===== src/rtl/vga_pkg.sv =====
// Shared constants for the VGA pattern controller: active area, pattern
// encoding and the RGB565 colour palette.
package vga_pkg;

  localparam int H_ACTIVE = 800;
  localparam int V_ACTIVE = 600;

  typedef enum logic [1:0] {
    PAT_BARS = 2'd0,
    PAT_GRID = 2'd1,
    PAT_GRAD = 2'd2,
    PAT_BOX  = 2'd3
  } pattern_t;

  typedef logic [15:0] rgb565_t;

  localparam rgb565_t WHITE   = 16'hFFFF;
  localparam rgb565_t YELLOW  = 16'hFFE0;
  localparam rgb565_t CYAN    = 16'h07FF;
  localparam rgb565_t GREEN   = 16'h07E0;
  localparam rgb565_t MAGENTA = 16'hF81F;
  localparam rgb565_t RED     = 16'hF800;
  localparam rgb565_t BLUE    = 16'h001F;
  localparam rgb565_t BLACK   = 16'h0000;

  function automatic pattern_t next_pat(input pattern_t p);
    case (p)
      PAT_BARS: next_pat = PAT_GRID;
      PAT_GRID: next_pat = PAT_GRAD;
      PAT_GRAD: next_pat = PAT_BOX;
      default:  next_pat = PAT_BARS;
    endcase
  endfunction

  // Classic colour-bar order, brightest first
  function automatic rgb565_t bar_colour(input logic [2:0] idx);
    case (idx)
      3'd0:    bar_colour = WHITE;
      3'd1:    bar_colour = YELLOW;
      3'd2:    bar_colour = CYAN;
      3'd3:    bar_colour = GREEN;
      3'd4:    bar_colour = MAGENTA;
      3'd5:    bar_colour = RED;
      3'd6:    bar_colour = BLUE;
      default: bar_colour = BLACK;
    endcase
  endfunction

endpackage


===== src/rtl/vga_pattern_ctrl_if.sv =====
// Signal bundle between the sync generator side and the pattern controller.
interface vga_pattern_ctrl_if;

  logic        hsync_in;
  logic        vsync_in;
  logic        ready;
  logic [10:0] column_addr_sig;
  logic [10:0] row_addr_sig;
  logic        next_pattern;
  logic        hsync_out;
  logic        vsync_out;
  logic [4:0]  red_sig;
  logic [5:0]  green_sig;
  logic [4:0]  blue_sig;
  logic [1:0]  pattern_sel;

  modport master (
    output hsync_in, vsync_in, ready, column_addr_sig, row_addr_sig, next_pattern,
    input  hsync_out, vsync_out, red_sig, green_sig, blue_sig, pattern_sel
  );

  modport slave (
    input  hsync_in, vsync_in, ready, column_addr_sig, row_addr_sig, next_pattern,
    output hsync_out, vsync_out, red_sig, green_sig, blue_sig, pattern_sel
  );

endinterface


===== src/rtl/vga_box_mover.sv =====
// Bouncing-box position tracker; moves one step per frame and reflects off
// the edges of the visible area.
module vga_box_mover #(
  parameter int H_ACTIVE = 800,
  parameter int V_ACTIVE = 600,
  parameter int BOX_SIZE = 64,
  parameter int BOX_STEP = 4
) (
  input  logic        clk,
  input  logic        rst,
  input  logic        step,
  output logic [10:0] box_x,
  output logic [10:0] box_y
);

  localparam logic [10:0] X_MAX = 11'(H_ACTIVE - BOX_SIZE);
  localparam logic [10:0] Y_MAX = 11'(V_ACTIVE - BOX_SIZE);
  localparam logic [10:0] STEP  = 11'(BOX_STEP);

  logic dir_x;
  logic dir_y;
  logic [11:0] next_x;
  logic [11:0] next_y;

  // Returns {new_dir, new_pos}; the decreasing test compares before
  // subtracting so the position can never wrap below zero.
  function automatic logic [11:0] bounce(input logic [10:0] pos, input logic dir,
                                         input logic [10:0] lim);
    if (dir) begin
      if (pos + STEP >= lim) bounce = {1'b0, lim};
      else                   bounce = {1'b1, pos + STEP};
    end else begin
      if (pos <= STEP)       bounce = {1'b1, 11'd0};
      else                   bounce = {1'b0, pos - STEP};
    end
  endfunction

  assign next_x = bounce(box_x, dir_x, X_MAX);
  assign next_y = bounce(box_y, dir_y, Y_MAX);

  always_ff @(posedge clk) begin
    if (rst) begin
      box_x <= '0;
      box_y <= '0;
      dir_x <= 1'b1;
      dir_y <= 1'b1;
    end else if (step) begin
      {dir_x, box_x} <= next_x;
      {dir_y, box_y} <= next_y;
    end
  end

endmodule


===== src/rtl/vga_pattern_ctrl.sv =====
// Test-pattern generator behind the VGA sync generator: two-stage pixel
// pipeline, frame-synchronous pattern sequencer and RGB565 colour mux.
module vga_pattern_ctrl #(
  parameter int H_ACTIVE           = vga_pkg::H_ACTIVE,
  parameter int V_ACTIVE           = vga_pkg::V_ACTIVE,
  parameter int FRAMES_PER_PATTERN = 120,
  parameter int BOX_SIZE           = 64,
  parameter int BOX_STEP           = 4,
  parameter bit SYNC_ACTIVE_LOW    = 1'b0
) (
  input logic               clk,
  input logic               rst,
  vga_pattern_ctrl_if.slave bus
);

  import vga_pkg::*;

  localparam int          BAR_W    = H_ACTIVE / 8;
  localparam int          CW       = (FRAMES_PER_PATTERN > 1) ? $clog2(FRAMES_PER_PATTERN) : 1;
  localparam logic [CW-1:0] CNT_MAX = CW'(FRAMES_PER_PATTERN - 1);
  localparam logic [10:0] H_LAST   = 11'(H_ACTIVE - 1);
  localparam logic [10:0] V_LAST   = 11'(V_ACTIVE - 1);
  localparam logic [10:0] BOX_LEN  = 11'(BOX_SIZE);
  localparam logic        INACTIVE = SYNC_ACTIVE_LOW;

  pattern_t      state;
  logic [CW-1:0] frame_cnt;
  logic          pending;
  logic [10:0]   box_x;
  logic [10:0]   box_y;

  logic          ready_s1, hs_s1, vs_s1, vs_s1_d;
  logic          in_range_s1, grid_s1, box_s1;
  logic [2:0]    bar_s1;
  logic [4:0]    grad_r_s1;
  logic [5:0]    grad_g_s1;

  logic [2:0]    bar_idx;
  logic          grid_hit, box_hit, in_range;
  logic [4:0]    grad_r;
  logic [5:0]    grad_g;
  logic          frame_start;

  rgb565_t       pixel_next;
  rgb565_t       pixel_s2;
  logic          hs_s2, vs_s2;

  vga_box_mover #(
    .H_ACTIVE (H_ACTIVE),
    .V_ACTIVE (V_ACTIVE),
    .BOX_SIZE (BOX_SIZE),
    .BOX_STEP (BOX_STEP)
  ) u_box (
    .clk   (clk),
    .rst   (rst),
    .step  (frame_start),
    .box_x (box_x),
    .box_y (box_y)
  );

  // Region decode for stage 1; bar index is a threshold chain, not a divide
  always_comb begin
    bar_idx = 3'd0;
    for (int i = 1; i < 8; i++) begin
      if (bus.column_addr_sig >= 11'(i * BAR_W)) bar_idx = 3'(i);
    end
    grid_hit = (bus.column_addr_sig[4:0] == 5'd0) || (bus.row_addr_sig[4:0] == 5'd0) ||
               (bus.column_addr_sig == H_LAST)    || (bus.row_addr_sig == V_LAST);
    box_hit  = (bus.column_addr_sig >= box_x) && (bus.column_addr_sig < box_x + BOX_LEN) &&
               (bus.row_addr_sig >= box_y)    && (bus.row_addr_sig < box_y + BOX_LEN);
    in_range = (bus.column_addr_sig < 11'(H_ACTIVE)) && (bus.row_addr_sig < 11'(V_ACTIVE));
    grad_r   = bus.column_addr_sig[10] ? 5'h1F : bus.column_addr_sig[9:5];
    grad_g   = bus.row_addr_sig[10]    ? 6'h3F : bus.row_addr_sig[9:4];
  end

  always_ff @(posedge clk) begin
    if (rst) begin
      ready_s1    <= 1'b0;
      hs_s1       <= INACTIVE;
      vs_s1       <= INACTIVE;
      vs_s1_d     <= INACTIVE;
      in_range_s1 <= 1'b0;
      grid_s1     <= 1'b0;
      box_s1      <= 1'b0;
      bar_s1      <= 3'd0;
      grad_r_s1   <= 5'd0;
      grad_g_s1   <= 6'd0;
    end else begin
      ready_s1    <= bus.ready;
      hs_s1       <= bus.hsync_in;
      vs_s1       <= bus.vsync_in;
      vs_s1_d     <= vs_s1;
      in_range_s1 <= in_range;
      grid_s1     <= grid_hit;
      box_s1      <= box_hit;
      bar_s1      <= bar_idx;
      grad_r_s1   <= grad_r;
      grad_g_s1   <= grad_g;
    end
  end

  assign frame_start = (vs_s1 != INACTIVE) && (vs_s1_d == INACTIVE);

  // A request that lands on a frame start is parked for the following frame
  always_ff @(posedge clk) begin
    if (rst) begin
      state     <= PAT_BARS;
      frame_cnt <= '0;
      pending   <= 1'b0;
    end else if (frame_start) begin
      if (pending || (frame_cnt == CNT_MAX)) begin
        state     <= next_pat(state);
        frame_cnt <= '0;
        pending   <= bus.next_pattern;
      end else begin
        frame_cnt <= frame_cnt + CW'(1);
        pending   <= pending | bus.next_pattern;
      end
    end else if (bus.next_pattern) begin
      pending <= 1'b1;
    end
  end

  always_comb begin
    pixel_next = BLACK;
    if (ready_s1 && in_range_s1) begin
      case (state)
        PAT_BARS: pixel_next = bar_colour(bar_s1);
        PAT_GRID: pixel_next = grid_s1 ? WHITE : BLACK;
        PAT_GRAD: pixel_next = {grad_r_s1, grad_g_s1, 5'd0};
        default:  pixel_next = box_s1 ? WHITE : BLUE;
      endcase
    end
  end

  always_ff @(posedge clk) begin
    if (rst) begin
      pixel_s2 <= BLACK;
      hs_s2    <= INACTIVE;
      vs_s2    <= INACTIVE;
    end else begin
      pixel_s2 <= pixel_next;
      hs_s2    <= hs_s1;
      vs_s2    <= vs_s1;
    end
  end

  assign bus.red_sig     = pixel_s2[15:11];
  assign bus.green_sig   = pixel_s2[10:5];
  assign bus.blue_sig    = pixel_s2[4:0];
  assign bus.hsync_out   = hs_s2;
  assign bus.vsync_out   = vs_s2;
  assign bus.pattern_sel = state;

endmodule


===== src/flat_wrapper.sv =====
// flat-port wrapper written by rule: the top's interface ports become plain ports
module vga_pattern_ctrl_flat import vga_pkg::*;
#(
  parameter int H_ACTIVE           = vga_pkg::H_ACTIVE,
  parameter int V_ACTIVE           = vga_pkg::V_ACTIVE,
  parameter int FRAMES_PER_PATTERN = 120,
  parameter int BOX_SIZE           = 64,
  parameter int BOX_STEP           = 4,
  parameter bit SYNC_ACTIVE_LOW    = 1'b0
)
  (clk, rst, bus_hsync_in, bus_vsync_in, bus_ready, bus_column_addr_sig, bus_row_addr_sig, bus_next_pattern, bus_hsync_out, bus_vsync_out, bus_red_sig, bus_green_sig, bus_blue_sig, bus_pattern_sel);
  vga_pattern_ctrl_if bus_i ();
  input logic clk;
  input logic rst;
  input wire logic [$bits(bus_i.hsync_in)-1:0] bus_hsync_in;
  input wire logic [$bits(bus_i.vsync_in)-1:0] bus_vsync_in;
  input wire logic [$bits(bus_i.ready)-1:0] bus_ready;
  input wire logic [$bits(bus_i.column_addr_sig)-1:0] bus_column_addr_sig;
  input wire logic [$bits(bus_i.row_addr_sig)-1:0] bus_row_addr_sig;
  input wire logic [$bits(bus_i.next_pattern)-1:0] bus_next_pattern;
  output wire logic [$bits(bus_i.hsync_out)-1:0] bus_hsync_out;
  output wire logic [$bits(bus_i.vsync_out)-1:0] bus_vsync_out;
  output wire logic [$bits(bus_i.red_sig)-1:0] bus_red_sig;
  output wire logic [$bits(bus_i.green_sig)-1:0] bus_green_sig;
  output wire logic [$bits(bus_i.blue_sig)-1:0] bus_blue_sig;
  output wire logic [$bits(bus_i.pattern_sel)-1:0] bus_pattern_sel;
  assign bus_i.hsync_in = bus_hsync_in;
  assign bus_i.vsync_in = bus_vsync_in;
  assign bus_i.ready = bus_ready;
  assign bus_i.column_addr_sig = bus_column_addr_sig;
  assign bus_i.row_addr_sig = bus_row_addr_sig;
  assign bus_i.next_pattern = bus_next_pattern;
  assign bus_hsync_out = bus_i.hsync_out;
  assign bus_vsync_out = bus_i.vsync_out;
  assign bus_red_sig = bus_i.red_sig;
  assign bus_green_sig = bus_i.green_sig;
  assign bus_blue_sig = bus_i.blue_sig;
  assign bus_pattern_sel = bus_i.pattern_sel;
  vga_pattern_ctrl #(.H_ACTIVE(H_ACTIVE), .V_ACTIVE(V_ACTIVE), .FRAMES_PER_PATTERN(FRAMES_PER_PATTERN), .BOX_SIZE(BOX_SIZE), .BOX_STEP(BOX_STEP), .SYNC_ACTIVE_LOW(SYNC_ACTIVE_LOW)) u_core (.clk(clk), .rst(rst), .bus(bus_i));
endmodule

===== config.mk =====
export PLATFORM = sky130hd
export DESIGN_NAME = vga_pattern_ctrl_flat
export DESIGN_NICKNAME = d
export VERILOG_FILES = /design/src/rtl/vga_pkg.sv /design/src/rtl/vga_pattern_ctrl_if.sv /design/src/rtl/vga_box_mover.sv /design/src/rtl/vga_pattern_ctrl.sv /design/src/flat_wrapper.sv
export SDC_FILE = /design/constraint.sdc
export NUM_CORES = 1
export LEC_CHECK = 0
export BUFFER_PORTS_ARGS = -buffer_cell sky130_fd_sc_hd__buf_4
export CORE_ASPECT_RATIO = 0.5
export CORE_MARGIN = 1
export CORE_UTILIZATION = 45
export DETAILED_ROUTE_END_ITERATION = 16
export PLACE_DENSITY = 0.72
export SYNTH_ARGS = -nofsm -noshare
export SYNTH_HDL_FRONTEND = slang
export SYNTH_SLANG_ARGS = --single-unit
export TNS_END_PERCENT = 100

===== constraint.sdc =====
create_clock -name clk -period 4.6 [get_ports clk]
set_input_delay 0.46 -clock clk [delete_from_list [all_inputs] [get_ports clk]]
set_output_delay 0.46 -clock clk [all_outputs]
set_load 0.02 [all_outputs]

==> flow_summary.json, run 1 <==
{
  "crit_path_max_fanout": 10,
  "final_util_pct": 55.7,
  "fp.dieArea_um2": 10000,
  "finalSetupTns_ns": 0,
  "crit_top_cell": "a21oi_1",
  "port_buffers": 47,
  "cts_tree": "built",
  "synth_most_common_cell": "dfxtp_1",
  "cpMaxStageDelayCell": "dfxtp_1",
  "row_count": 24,
  "peakVddDrop_mv": 0.187,
  "cts-root-buf": "clkbuf_16",
  "combinationalPowerShare_pct": 11.7,
  "synthToLayoutAreaGrowth_pct": 15.9,
  "grt_pass1_wl_mm": 17.0,
  "cts_buffer_depth": 2,
  "fmax_mhz": 378,
  "drv_cap": 0,
  "grt.total_usage_pct": 21.5,
  "netlist_instances": 522,
  "ys_seq_area_share_pct": 29.6,
  "grt_max_degree": 51,
  "swShare_pct": 23.9,
  "cts.sink_count": 64,
  "ys_ff_latch": 64,
  "ctsHoldBuffers": 0,
  "synth_nets": 593,
  "slew_headroom_pct": 26.5,
  "synth_top_family_by_area": "compound AO/OA/AOI/OAI gates",
  "synthArstFlopShare_pct": 0,
  "viasPerCell": 5.91,
  "gp_congestion": 0.978,
  "worst_slew_pin_slew_ns": 1.09,
  "dp_cells": 654,
  "switching_power_uw": 369,
  "die_w_um": 141,
  "diodes": 0,
  "first_iter_violations": 455,
  "ff2ff_path_depth": 7,
  "period_minus_slack_ns": 2.64,
  "power_density_nw_per_um2": 308,
  "setup_violations": 0,
  "dp_hpwl_mm": 7.25,
  "finalCritPeriodShare_pct": 57.5,
  "synthMuxAreaShare_pct": 2.02,
  "cts.repair.resized": 0,
  "crit_path_end_kind": "register",
  "synth_area_leader_cell": "dfxtp_1",
  "ys.flop_type": "dfxtp_1",
  "clkTransAtPathRegs_ns": 0.06,
  "start_util_pct": 48.0,
  "antenna_left": 0,
  "wl_per_cell_um": 15.2,
  "totalWireLength_mm": 10.2,
  "synth_top_area_share_pct": 29.6,
  "leakage_nw": 1.91,
  "p_int_mw": 1.18,
  "whs_path_depth": 3,
  "synth_warnings": 0,
  "synth_xor_area_share_pct": 3.64,
  "io_pins": 48,
  "synth_compound_area_share_pct": 25.2,
  "synth.distinct_cells": 77,
  "fillers": 800,
  "cts_setup_buffers": 0,
  "drcViolationCount": 0,
  "power_mw": 1.55,
  "seqPwrFrac_pct": 37.7,
  "grt_antenna_before_repair": 0,
  "grt_overflow": 0,
  "hold_viol": 0,
  "netlist_top_cells_count": "dfxtp_1 (64), nor2_1 (48), a21oi_1 (43), ha_1 (43), inv_1 (32)",
  "cp_data_required_time_ns": 4.84,
  "critPathKind": "reg -> reg",
  "arrival_ns": 2.89,
  "die_h_um": 71.3,
  "slowest_delay_ns": 0.57,
  "crit_chain": "clkinv_1, ha_1, nor4bb_1, a31o_2, a21oi_1, a21oi_1, o32ai_1",
  "rsz0062_at_grt": "false",
  "final_cells": 670,
  "core_area_um2": 9010,
  "synth_area_leaders": "dfxtp_1 (30%), ha_1 (12%), a21oi_1 (5.0%)",
  "synth-edff-count": 0,
  "status": "finished clean",
  "fin_nets": 619,
  "grt_pass1_vias": 3471,
  "hp-class": "in -> reg",
  "first_pass_iters": 5,
  "dr_total_vias": 3963,
  "worstSetupStartpointType": "register",
  "finClkSkew_ns": 0.00592,
  "synth.avg_cell_area_um2": 8.29,
  "maxSlewViolCount": 0,
  "synthAdderAreaFrac_pct": 12.4,
  "drive_above_1_share_pct": 16.5,
  "clock_latency_ns": 0.33,
  "htree_levels": 3,
  "clkPwrFrac_pct": 50.7,
  "synth_area_um2": 4330,
  "synth-simple-area-share_pct": 20.0,
  "cts-buffers-inserted": 9
}
[routing by layer]
layer  part of all wire (%)  vias to the layer above  GRT usage (%)
met5                      0                        -              0
met4                   0.60                        0           4.71
met3                    7.1                        7           5.68
met2                     42                      138           33.3
met1                     50                     1835           29.9
li1                       -                     1983              -
[critical path: cells and delay by family (launching register included)]
family,cells,cell delay [ns]
AO/OA/AOI/OAI,4,1.22
flip-flops,1,0.57
buffers and inverters,1,0.33
adder cells (fa/ha/maj),1,0.30
AND/OR/NAND/NOR,1,0.14
[worst paths after layout]
| check | startpoint | end | slack (ns) |
|---|---|---|---|
| min | bus_next_pattern | u_core.pending | 0.33 |
| min reg2reg | u_core.hs_s1 | u_core.bus.hsync_out | 0.45 |
| max | u_core.u_box.box_y[6] | u_core.u_box.box_y[8] | 1.96 |
| max reg2reg | u_core.u_box.box_y[6] | u_core.u_box.box_y[8] | 1.96 |
[registers in the layout, indices dropped and copies added (netlist names), 2 cells and up]
register,flops
u_core.bar_s1,3
u_core.u_box.box_x,9
u_core.u_box.box_y,9
u_core.grad_g_s1,6
u_core.grad_r_s1,5
u_core.frame_cnt,7
u_core.bus.pattern_sel,2
u_core.pixel_s2,12
[metrics by stage]
| stage | hold WS (ns) | setup slack, ns | cell area, um2 |
|---|---|---|---|
| finish | 0.331 | 1.96 | 5010 |
| floorplan | 0.414 | 2.44 | 4330 |
| global placement | 0.418 | 2.15 | 4670 |
| CTS | 0.323 | 2.04 | 5010 |
| detailed placement | 0.425 | 2.07 | 4670 |
| global route | 0.327 | 1.78 | 5010 |
[layout by cell type, fill, tap and decap left out, types with 4 or more instances in the layout]
cell type   n
nor2b_1     6
a211oi_1    8
nor4_1      8
mux2i_1     5
nor2_1     48
inv_1      32
nand3_1    17
xnor2_1    13
a21oi_1    43
a221oi_1    5
xor2_1      5
and3_1      5
o211ai_1    8
nand2b_1    5
a31oi_1    10
ha_1       43
nor3_1     17
buf_4      49
a22oi_1     5
nand2_1    30
clkbuf_16   9
dfxtp_1    64
o21ai_0    27
a21o_1      4
nand4_1     8
[layout make-up]
cell class	instances	area, um2	area share, %
Tap cell	117	146	2.92
Sequential cell	64	1280	25.6
Clock buffer	9	225	4.49
Timing Repair Buffer	49	368	7.34
Inverter	35	134	2.67
Clock inverter	7	120	2.40
Multi-Input combinational cell	389	2740	54.6
[power by group through the flow]
stage	Combinational (mW)	Clock [mW]	Sequential, mW
after CTS	0.179	0.799	0.582
final	0.180	0.783	0.582
after floorplan	0.120	0	0.592
after global routing	0.203	0.824	0.584
after detailed placement	0.178	0	0.594
after global placement	0.176	0	0.594
[logic make-up after synthesis]
kind of cell | Yosys count
compound gates | 154
xor+xnor | 18
fa+ha+maj | 43
buf+inv | 69
flops | 64
mux | 8
simple gates | 166
No activity file was read; power rests on OpenSTA's default activity.
==> inputs of run 2 (changes only) <==
--- a/config.mk
+++ b/config.mk
@@ -10,7 +10,7 @@
 export CORE_MARGIN = 1
 export CORE_UTILIZATION = 45
 export DETAILED_ROUTE_END_ITERATION = 16
-export PLACE_DENSITY = 0.72
+export PLACE_DENSITY = 0.74
 export SYNTH_ARGS = -nofsm -noshare
 export SYNTH_HDL_FRONTEND = slang
 export SYNTH_SLANG_ARGS = --single-unit
==> constraint.sdc (replaced) <==
create_clock -name clk -period 2.4 [get_ports clk]
set_input_delay 0.24 -clock clk [delete_from_list [all_inputs] [get_ports clk]]
set_output_delay 0.24 -clock clk [all_outputs]
set_load 0.02 [all_outputs]
==> flow_summary.json, run 2 (synthesis gave the netlist of run 1 again) <==
{
  "die_h_um": 71.3,
  "cts_setup_buffers": 0,
  "period_minus_slack_ns": 2.24,
  "slew_headroom_pct": 21.3,
  "r2r-start": "u_core.u_box.box_x[6]",
  "antenna_left": 0,
  "first_iter_violations": 373,
  "cts_buffer_depth": 2,
  "maxSlewViolCount": 0,
  "crit_path_max_fanout": 8,
  "synthToLayoutAreaGrowth_pct": 17.1,
  "crit_start": "u_core.u_box.box_x[6]",
  "leakage_nw": 1.96,
  "layout_commonest_cell": "buf_4",
  "drive_above_1_share_pct": 19.3,
  "regMostFlops": "u_core.pixel_s2",
  "grt_max_degree": 51,
  "cts_tree": "built",
  "worstSetupStartpointType": "register",
  "grt_overflow": 0,
  "place_ws_ns": 0.120,
  "grt_pass1_vias": 3609,
  "port_buffers": 47,
  "fin_nets": 635,
  "ctsHoldBuffers": 0,
  "cts-buffers-inserted": 9,
  "clkTransAtPathRegs_ns": 0.06,
  "cts-root-buf": "clkbuf_16",
  "peakVddDrop_mv": 0.310,
  "status": "finished clean",
  "cts.repair.resized": 0,
  "gp_congestion": 0.914,
  "finClkSkew_ns": 0.00630,
  "start_util_pct": 48.0,
  "cts.sink_count": 64,
  "row_count": 24,
  "diodes": 0,
  "drv_cap": 0,
  "final.setup.worst_slack_ns": 0.158,
  "cp_data_required_time_ns": 2.64,
  "largest_reg_flops": 12,
  "io_pins": 48,
  "drcViolationCount": 0,
  "hp-class": "in -> reg",
  "reg_top3": "u_core.pixel_s2 x12, u_core.u_box.box_x x9, u_core.u_box.box_y x9",
  "crit_path_end_kind": "register",
  "fp.dieArea_um2": 10000,
  "layout_common_cells": "buf_4 (65), dfxtp_1 (61), nor2_1 (48), a21oi_1 (43), ha_1 (41)",
  "die_w_um": 141,
  "ff2ff_path_depth": 6,
  "power_density_nw_per_um2": 523,
  "whs_path_depth": 3,
  "rsz0062_at_grt": "false",
  "worst_slew_pin_slew_ns": 1.17,
  "hold_viol": 0,
  "grt_pass1_wl_mm": 17.0,
  "finalSetupTns_ns": 0,
  "first_pass_iters": 5,
  "grt_antenna_before_repair": 0,
  "finalCritPeriodShare_pct": 93.4,
  "htree_levels": 3,
  "wl_per_cell_um": 14.8,
  "fmax_mhz": 446,
  "core_area_um2": 9010,
  "setup_violations": 0,
  "totalWireLength_mm": 10.2,
  "grt.total_usage_pct": 21.1,
  "clock_latency_ns": 0.33,
  "dr_total_vias": 4002,
  "arrival_ns": 2.48,
  "dp_hpwl_mm": 7.43,
  "critPathKind": "reg -> reg",
  "hold_start": "bus_next_pattern",
  "viasPerCell": 5.83
}
run 2: cell count changes in the layout (fill, tap and decap cells not counted), sizes merged:
cell / previous run / this run
clkbuf: 9 / 12
clkinvlp: 1 / 0
buf: 49 / 65
clkinv: 4 / 5
bufinv: 3 / 0
run 2: worst max-delay path, cell delays in order (launching register included):
cell      delay, ns
dfxtp_1        0.45
ha_2           0.27
nand4_2        0.17
or4_4          0.49
a211oi_4       0.33
o221ai_1       0.19
a221oi_2       0.26
run 2: where the power goes:
group | leakage (nW) | switching [mW] | internal (mW)
Combinational | 1.30 | 0.206 | 0.156
Clock | 0.136 | 0.455 | 0.719
Sequential | 0.525 | 0.0180 | 1.10
Total | 1.96 | 0.679 | 1.97
run 2: final timing paths:
kind	slack [ns]	end
hold reg to reg	0.44	u_core.bus.hsync_out
setup reg to reg	0.16	u_core.u_box.box_x[8]
setup / recovery	0.16	u_core.u_box.box_x[8]
hold / removal	0.12	u_core.pending
run 2: final cells by class:
type / count / area [um2]
Inverter: 35 / 134
Multi-Input combinational cell: 389 / 2740
Tap cell: 117 / 146
Timing Repair Buffer: 65 / 488
Fill cell: 824 / 3950
Sequential cell: 64 / 1280
Clock inverter: 4 / 20.0
Clock buffer: 12 / 246
run 2: stage by stage:
step	utilization [%]	area [um2]	cells	power, mW	hold WS [ns]
floorplan	-	4330	522	1.37	0.327
global placement	53.2	4790	670	1.49	0.418
detailed placement	53.2	4790	670	1.49	0.434
finish	56.2	5060	686	2.65	0.119
CTS	56.1	5050	686	2.67	0.117
global route	56.2	5060	686	2.75	0.131
run 2: per-layer routing:
layer	up-vias	share of wire, %	GRT usage (%)
li1	2018	-	-
met5	-	0	0
met2	156	42	33.1
met4	0	1.0	5.68
met1	1819	49	29.2
met3	9	8.0	4.88
==> inputs of run 3 (changes only) <==
--- a/config.mk
+++ b/config.mk
@@ -7,7 +7,7 @@
 export LEC_CHECK = 0
 export BUFFER_PORTS_ARGS = -buffer_cell sky130_fd_sc_hd__buf_4
 export CORE_ASPECT_RATIO = 0.5
-export CORE_MARGIN = 1
+export CORE_MARGIN = 10
 export CORE_UTILIZATION = 45
 export DETAILED_ROUTE_END_ITERATION = 16
 export PLACE_DENSITY = 0.74
==> flow_summary.json, run 3 (synthesis gave the netlist of run 1 again) <==
{
  "grt_pass1_wl_mm": 17.5,
  "power_density_nw_per_um2": 537,
  "arrival_ns": 2.48,
  "leakage_nw": 1.96,
  "port_buffers": 47,
  "dr_total_vias": 4006,
  "p_int_mw": 2.05,
  "final_util_pct": 54.2,
  "slowest_delay_ns": 0.49,
  "finClkSkew_ns": 0.00846,
  "cts.sink_count": 64,
  "seqPwrFrac_pct": 40.6,
  "fillers": 870,
  "drv_cap": 0,
  "crit_start": "u_core.u_box.box_x[3]",
  "cts-buffers-inserted": 9,
  "worst_slew_pin_slew_ns": 1.08,
  "antenna_left": 0,
  "r2r-start": "u_core.u_box.box_x[3]",
  "cts-root-buf": "clkbuf_16",
  "viasPerCell": 5.71,
  "die_w_um": 159,
  "regArea_um2": 1280,
  "first_pass_iters": 4,
  "whs_ns": 0.117,
  "final.setup.worst_slack_ns": 0.170,
  "status": "finished clean",
  "ff2ff_path_depth": 6,
  "finalSetupTns_ns": 0,
  "fmax_mhz": 448,
  "drcViolationCount": 0,
  "reg_top3": "u_core.pixel_s2 x12, u_core.u_box.box_x x9, u_core.u_box.box_y x9",
  "fp.dieArea_um2": 14200,
  "cp_data_required_time_ns": 2.64,
  "slew_headroom_pct": 27.1,
  "crit_chain": "ha_2, nand4_2, or4_4, a211oi_4, o221ai_1, a221oi_2",
  "htree_levels": 3,
  "critPathKind": "reg -> reg",
  "cts_tree": "built",
  "power_mw": 2.74,
  "die_h_um": 89.3,
  "worstSetupEndpoint": "u_core.u_box.box_x[8]",
  "layout_common_cells": "buf_4 (64), dfxtp_1 (62), nor2_1 (48), a21oi_1 (43), ha_1 (41)",
  "diodes": 0,
  "grt.total_usage_pct": 15.1,
  "grt_antenna_before_repair": 0,
  "cts.repair.resized": 0,
  "setup_violations": 0,
  "regMostFlops": "u_core.pixel_s2",
  "peakVddDrop_mv": 0.316,
  "fin_nets": 634,
  "totalWireLength_mm": 10.5,
  "crit_path_end_kind": "register",
  "clock_latency_ns": 0.33,
  "dp_hpwl_mm": 7.79,
  "first_iter_violations": 271,
  "row_count": 25,
  "io_pins": 48,
  "switching_power_uw": 687,
  "grt_pass1_vias": 3582,
  "place_ws_ns": 0.113,
  "r2r_setup_slack_ns": 0.17,
  "cts_setup_buffers": 0,
  "ctsHoldBuffers": 0,
  "r2r-end": "u_core.u_box.box_x[8]",
  "synthToLayoutAreaGrowth_pct": 18.0,
  "hp-class": "in -> reg",
  "grt_overflow": 0,
  "start_util_pct": 45.9,
  "period_minus_slack_ns": 2.23,
  "gp_congestion": 0.919,
  "cpMaxStageDelayCell": "or4_4",
  "clkPwrFrac_pct": 46.2,
  "largest_reg_flops": 12,
  "finalCritPeriodShare_pct": 92.9,
  "drive_above_1_share_pct": 19.2,
  "hold_viol": 0,
  "worstSetupStartpointType": "register",
  "grt_max_degree": 30,
  "multi_input_area_um2": 2750,
  "core_area_um2": 9420,
  "crit_path_max_fanout": 6,
  "maxSlewViolCount": 0,
  "combinationalPowerShare_pct": 13.2,
  "clkTransAtPathRegs_ns": 0.05,
  "rsz0062_at_grt": "false",
  "cts_buffer_depth": 2,
  "swShare_pct": 25.1,
  "wl_per_cell_um": 15.0,
  "layout_commonest_cell": "buf_4"
}
run 3: worst min-delay path by stage:
stage | slack, ns | cells after the start | start | endpoint
final | 0.12 | 2 | bus_vsync_in | u_core.vs_s1
after detailed placement | 0.44 | 2 | u_core.grad_r_s1[3] | u_core.pixel_s2[14]
after global placement | 0.42 | 1 | u_core.hs_s1 | u_core.bus.hsync_out
after global routing | 0.12 | 3 | bus_next_pattern | u_core.pending
after CTS | 0.11 | 3 | bus_next_pattern | u_core.pending
after floorplan | 0.33 | 1 | bus_row_addr_sig[9] | u_core.in_range_s1
run 3: cell type report:
class / count / area share (%)
timing repair buffer: 64 / 9.41
multi-input combinational: 389 / 53.8
tap: 135 / 3.31
inverter: 35 / 2.62
clock buffer: 13 / 5.49
sequential: 64 / 25.1
clock inverter: 2 / 0.245
run 3: worst max-delay path, delay by kind of cell, from the launching register on:
family / cells / cell delay, ns
adders and majority gates: 1 / 0.29
DFF: 1 / 0.41
AOI/OAI and AO/OA: 3 / 0.80
and+or+nand+nor: 2 / 0.65
run 3: through the flow:
stage | std cells | cell area, um2
final | 702 | 5100
after global routing | 702 | 5100
after CTS | 702 | 5100
after detailed placement | 687 | 4800
after global placement | 687 | 4800
after floorplan | 522 | 4330
run 3: power by group through the flow:
stage | sequential (mW) | clock [mW] | combinational (mW)
after floorplan | 1.14 | 0 | 0.230
after global placement | 1.13 | 0 | 0.353
after detailed placement | 1.14 | 0 | 0.357
after CTS | 1.11 | 1.29 | 0.359
after global routing | 1.12 | 1.34 | 0.407
final | 1.11 | 1.26 | 0.363
run 3: per-layer routing:
| metal | track usage, % | share of wire [%] |
|---|---|---|
| met1 | 20.4 | 47 |
| met2 | 22.6 | 43 |
| met3 | 4.23 | 8.7 |
| met4 | 4.93 | 1.2 |
| met5 | 0 | 0 |
